**config.mk**
```make
export PLATFORM = sky130hd
export DESIGN_NAME = stream_mux2
export DESIGN_NICKNAME = d
export VERILOG_FILES = /design/src/rtl/stream_mux2_pkg.sv /design/src/rtl/rr_arbiter2.sv /design/src/rtl/stream_mux2.sv
export SDC_FILE = /design/constraint.sdc
export NUM_CORES = 1
export LEC_CHECK = 0
export CORE_MARGIN = 2
export CORE_UTILIZATION = 35
export DETAILED_ROUTE_END_ITERATION = 6
export PLACE_DENSITY = 0.75
export SYNTH_ARGS = -nofsm -noshare
export SYNTH_HDL_FRONTEND = slang
export SYNTH_SLANG_ARGS = --single-unit
```
**constraint.sdc**
```tcl
create_clock -name clk -period 1.51 [get_ports clk]
set_clock_uncertainty 0.05 [all_clocks]
set_input_delay 0.3775 -clock clk [delete_from_list [all_inputs] [get_ports clk]]
set_output_delay 0.3775 -clock clk [all_outputs]
set_load 0.05 [all_outputs]
```
**src/rtl/stream_mux2_pkg.sv**
```systemverilog
// Shared encodings for the two-input packet-aware stream merger.
package stream_mux2_pkg;

  typedef enum logic [1:0] {
    IDLE   = 2'b00,
    LOCK_A = 2'b01,
    LOCK_B = 2'b10
  } state_e;

  localparam logic SEL_A = 1'b0;
  localparam logic SEL_B = 1'b1;

endpackage

```
**src/rtl/rr_arbiter2.sv**
```systemverilog
// Two-way round-robin arbiter: combinational grant, pointer updated on packet completion.
// advSel names the channel that just finished; the pointer then favours the other one.
module rr_arbiter2 (
  input  logic clk,
  input  logic rst_n,
  input  logic reqA,
  input  logic reqB,
  input  logic advance,
  input  logic advSel,
  output logic grantA,
  output logic grantB
);

  // ptr_q = 0 favours A on a tie, 1 favours B.
  logic ptr_q, ptr_d;

  assign ptr_d  = advance ? ~advSel : ptr_q;
  assign grantA = reqA && (!reqB || !ptr_q);
  assign grantB = reqB && (!reqA ||  ptr_q);

  always_ff @(posedge clk or negedge rst_n) begin
    if (!rst_n) begin
      ptr_q <= 1'b0;
    end else begin
      ptr_q <= ptr_d;
    end
  end

endmodule

```
**src/rtl/stream_mux2.sv**
```systemverilog
// Round-robin 2:1 packet merger with source tag; 1-cycle registered output.
// Backpressure: input readys drop whenever the held output beat is stalled.
module stream_mux2
  import stream_mux2_pkg::*;
#(
  parameter int WIDTH = 16
) (
  input  logic             clk,
  input  logic             rst_n,
  input  logic [WIDTH-1:0] inA,
  input  logic             inAValid,
  input  logic             inALast,
  output logic             inAReady,
  input  logic [WIDTH-1:0] inB,
  input  logic             inBValid,
  input  logic             inBLast,
  output logic             inBReady,
  output logic [WIDTH-1:0] out,
  output logic             outValid,
  output logic             outLast,
  output logic             outSel,
  input  logic             outReady
);

  state_e           state_q;
  logic [WIDTH-1:0] out_q;
  logic             out_vld_q;
  logic             out_last_q;
  logic             out_sel_q;

  logic load;
  logic arb_a, arb_b;
  logic grant_a, grant_b;
  logic xfer_a, xfer_b;
  logic adv;

  assign load = !out_vld_q || outReady;

  rr_arbiter2 u_arb (
    .clk    (clk),
    .rst_n  (rst_n),
    .reqA   (inAValid),
    .reqB   (inBValid),
    .advance(adv),
    .advSel (xfer_b ? SEL_B : SEL_A),
    .grantA (arb_a),
    .grantB (arb_b)
  );

  // A lock pins the grant even while the owning source is momentarily idle.
  always_comb begin
    grant_a = 1'b0;
    grant_b = 1'b0;
    case (state_q)
      IDLE: begin
        grant_a = arb_a;
        grant_b = arb_b;
      end
      LOCK_A:  grant_a = 1'b1;
      LOCK_B:  grant_b = 1'b1;
      default: ;
    endcase
  end

  assign inAReady = rst_n && load && grant_a;
  assign inBReady = rst_n && load && grant_b;
  assign xfer_a   = inAValid && inAReady;
  assign xfer_b   = inBValid && inBReady;
  assign adv      = (xfer_a && inALast) || (xfer_b && inBLast);

  always_ff @(posedge clk or negedge rst_n) begin
    if (!rst_n) begin
      state_q    <= IDLE;
      out_q      <= '0;
      out_vld_q  <= 1'b0;
      out_last_q <= 1'b0;
      out_sel_q  <= SEL_A;
    end else begin
      if (xfer_a) begin
        state_q    <= inALast ? IDLE : LOCK_A;
        out_q      <= inA;
        out_vld_q  <= 1'b1;
        out_last_q <= inALast;
        out_sel_q  <= SEL_A;
      end else if (xfer_b) begin
        state_q    <= inBLast ? IDLE : LOCK_B;
        out_q      <= inB;
        out_vld_q  <= 1'b1;
        out_last_q <= inBLast;
        out_sel_q  <= SEL_B;
      end else if (outReady) begin
        out_vld_q  <= 1'b0;
      end
    end
  end

  assign out      = out_q;
  assign outValid = out_vld_q;
  assign outLast  = out_last_q;
  assign outSel   = out_sel_q;

endmodule

```
==> impl_metrics.tcl <==
set metrics [dict create \
    grt_pass1_wl_mm 5.485 \
    fillers 232 \
    timing.rr.start "outValid$_DFFE_PN0P_" \
    grt-ovfl-total 0 \
    arrival_ns 1.39 \
    cp_data_required_time_ns 1.08 \
    routed_wirelength_mm 3.719 \
    yosysTopAreaCellShare 0.4767 \
    final_common_cell "nand2_1" \
    die_x_um 61.44 \
    first_global_vias 1212 \
    reg2reg_depth 8 \
    clk_latency_ns 0.30 \
    drv_cap 0 \
    start_util 0.3722 \
    top_layer "met3" \
    tightest_slew_ns 0.2794 \
    synth.cell_area_um2 1155 \
    ant_nets 0 \
    drive_gt1_frac 0.4348 \
    cts_sinks 22 \
    drc 0 \
    fin_util 0.7653 \
    drv_slew 0 \
    die_area_um2 3775 \
    hold_viol_final 0 \
    htreeDepth 1 \
    wl_per_cell_um 14.82 \
    p_leak_nw 0.9968 \
    powerDensity_nw_per_um2 2070 \
    clkTransAtPathRegs_ns 0.12 \
    violations "setup timing" \
    worstPathMaxFanout 3 \
    worst_slack_ns -0.3037 \
    first_pass_iters 4 \
    cts_hold_buffers 0 \
    peakVddDrop_mv 1.036 \
    synth_fp_nets 162 \
    yosys_register_bits 22 \
    rows 20 \
    coreArea_um2 3103 \
    comb_power_share 0.702 \
    seqPwrFrac 0.241 \
    cp-start-kind "flip-flop" \
    finalCriticalPeriod_ns 1.814 \
    finalNonFillerCells 251 \
    r2r_end "u_arb.ptr_q$_DFFE_PN0P_" \
    period_share 1.201 \
    dpl.cell_count 237 \
    diodes 0 \
    slew_headroom 0.8131 \
    routed_via_density 4.857 \
    synth.distinct_cells 24 \
    port_buffers 59 \
    wl_met3_um 261 \
    p_switching_w 0.002207 \
    io_pins 60 \
    wl_met1_mm 1.422 \
    multi_input_area_um2 671.9 \
    die_h_um 61.44 \
    r2r_slack_ns -0.08 \
    met2RoutedLength_mm 2.035 \
    final_cell_mix "nand2_1 (35), clkdlybuf4s50_1 (34), buf_12 (24)" \
    cp-end-kind "output pin" \
    yosys-top-cells-area "dfrtp_1 (48%), nand2_1 (12%), a31oi_2 (11%)" \
    synth_cells 123 \
    cts_tree "built" \
    clockRootBuffer "clkbuf_4" \
    cts_made_buffers 3 \
    p_clk_frac 0.057 \
    routabilityCongestion 0.7921 \
    synthToLayoutAreaGrowth_pct 105.6 \
    synth_largest_area_cell "dfrtp_1" \
    layout.area.seq_um2 551.8 \
    setup_viol 8 \
    hold_class "input pin to async pin" \
    rsz0062_at_grt "true" \
    finalPower_w 0.004915 \
    ys_seq_area_frac 0.4767 \
    nNetsFinal 247 \
    p_sw_frac 0.4489 \
    dp_hpwl_mm 2.567 \
    p_int_w 0.002708 \
    yosys_warnings 0 \
    cts_buffer_depth 2 \
    fmax_ghz 0.5514 \
    grt_antenna_before_repair 0 \
    drtIter0Drc 49 \
    grt_max_degree 18 \
    vias 1219 \
    status "finished with violations" \
    postSynthAreaPerCell_um2 9.389 \
    gr-usage-all-layers 0.1946 \
    critPathKind "flip-flop to output pin" \
]
critical path, stage by stage, from the launching register on:
cell and delay [ns]:
dfrtp_2 0.42, nor2b_4 0.13, nand2b_4 0.17, nor3_4 0.21, buf_12 0.16
cell usage after synthesis (all sizes together):
master,count
inv,2
nand3b,1
a21oi,4
nor2b,1
nor3,4
a21o,1
o22a,1
a31oi,17
a211oi,1
nand2,38
nand2b,4
buf,6
or2,1
nor2,17
o32ai,1
and2,1
dfrtp,22
and2b,1
registers in the layout, indices dropped and copies added (netlist names):
name and count:
out 16, state_q 2, outLast 1, outSel 1, outValid 1, u_arb.ptr_q 1
routing by layer:
layer  global-route usage  vias up
met5                    0        -
met4              0.04559        0
met3              0.04202        0
met2               0.3602       52
met1               0.2292      588
li1                     -      579
power groups by stage:
| stage | clock network [W] | registers, W | logic, W |
|---|---|---|---|
| floorplan | 0 | 0.00193 | 0.000787 |
| global placement | 0 | 0.00118 | 0.00313 |
| detailed placement | 0 | 0.00119 | 0.00317 |
| CTS | 0.000291 | 0.00118 | 0.00324 |
| global route | 0.000316 | 0.00122 | 0.00361 |
| finish | 0.000280 | 0.00119 | 0.00345 |
layout make-up:
class | count | area share
multi-input cells | 93 | 0.2829
well taps | 44 | 0.02318
flip-flops and latches | 22 | 0.2323
clock buffers | 4 | 0.01106
inverters | 2 | 0.003161
repair buffers | 86 | 0.4473
worst max path at each step:
stage | to | startpoint | cells after the start
2_1_floorplan | inBReady | outValid$_DFFE_PN0P_ | 3
3_3_place_gp | inAReady | inBValid | 5
3_5_place_dp | out[4]$_DFFE_PN0P_ | rst_n | 6
4_1_cts | inBReady | outValid$_DFFE_PN0P_ | 4
5_1_grt | inBReady | outValid$_DFFE_PN0P_ | 4
6_report | inBReady | outValid$_DFFE_PN0P_ | 4
cells by family (layout without fill, tap and decap cells):
kind of cell	after synthesis	after routing	share of synthesized area
buf+inv	8	92	0.04549
simple gates	68	68	0.2752
flops	22	22	0.4767
compound gates	25	25	0.2026
through the flow:
stage / TNS (ns) / setup slack [ns] / instance area, um^2 / hold slack (ns)
3_5_place_dp: -9.269 / -0.4486 / 2157 / 0.4994
2_1_floorplan: -0.4139 / -0.2403 / 1194 / 0.03191
6_report: -0.8028 / -0.3037 / 2375 / 0.2268
3_3_place_gp: -8.223 / -0.4006 / 2157 / 0.4898
4_1_cts: -0.8288 / -0.3168 / 2235 / 0.2377
5_1_grt: -1.822 / -0.3553 / 2375 / 0.2491
timing repair:
action,CTS,global route
buffers inserted,4,5
setup endpoints to repair,20,21
hold endpoints to repair,0,0
resized for setup,12,20
pin swaps,3,2
gates cloned,1,1
(Power assumes the default switching activity.)
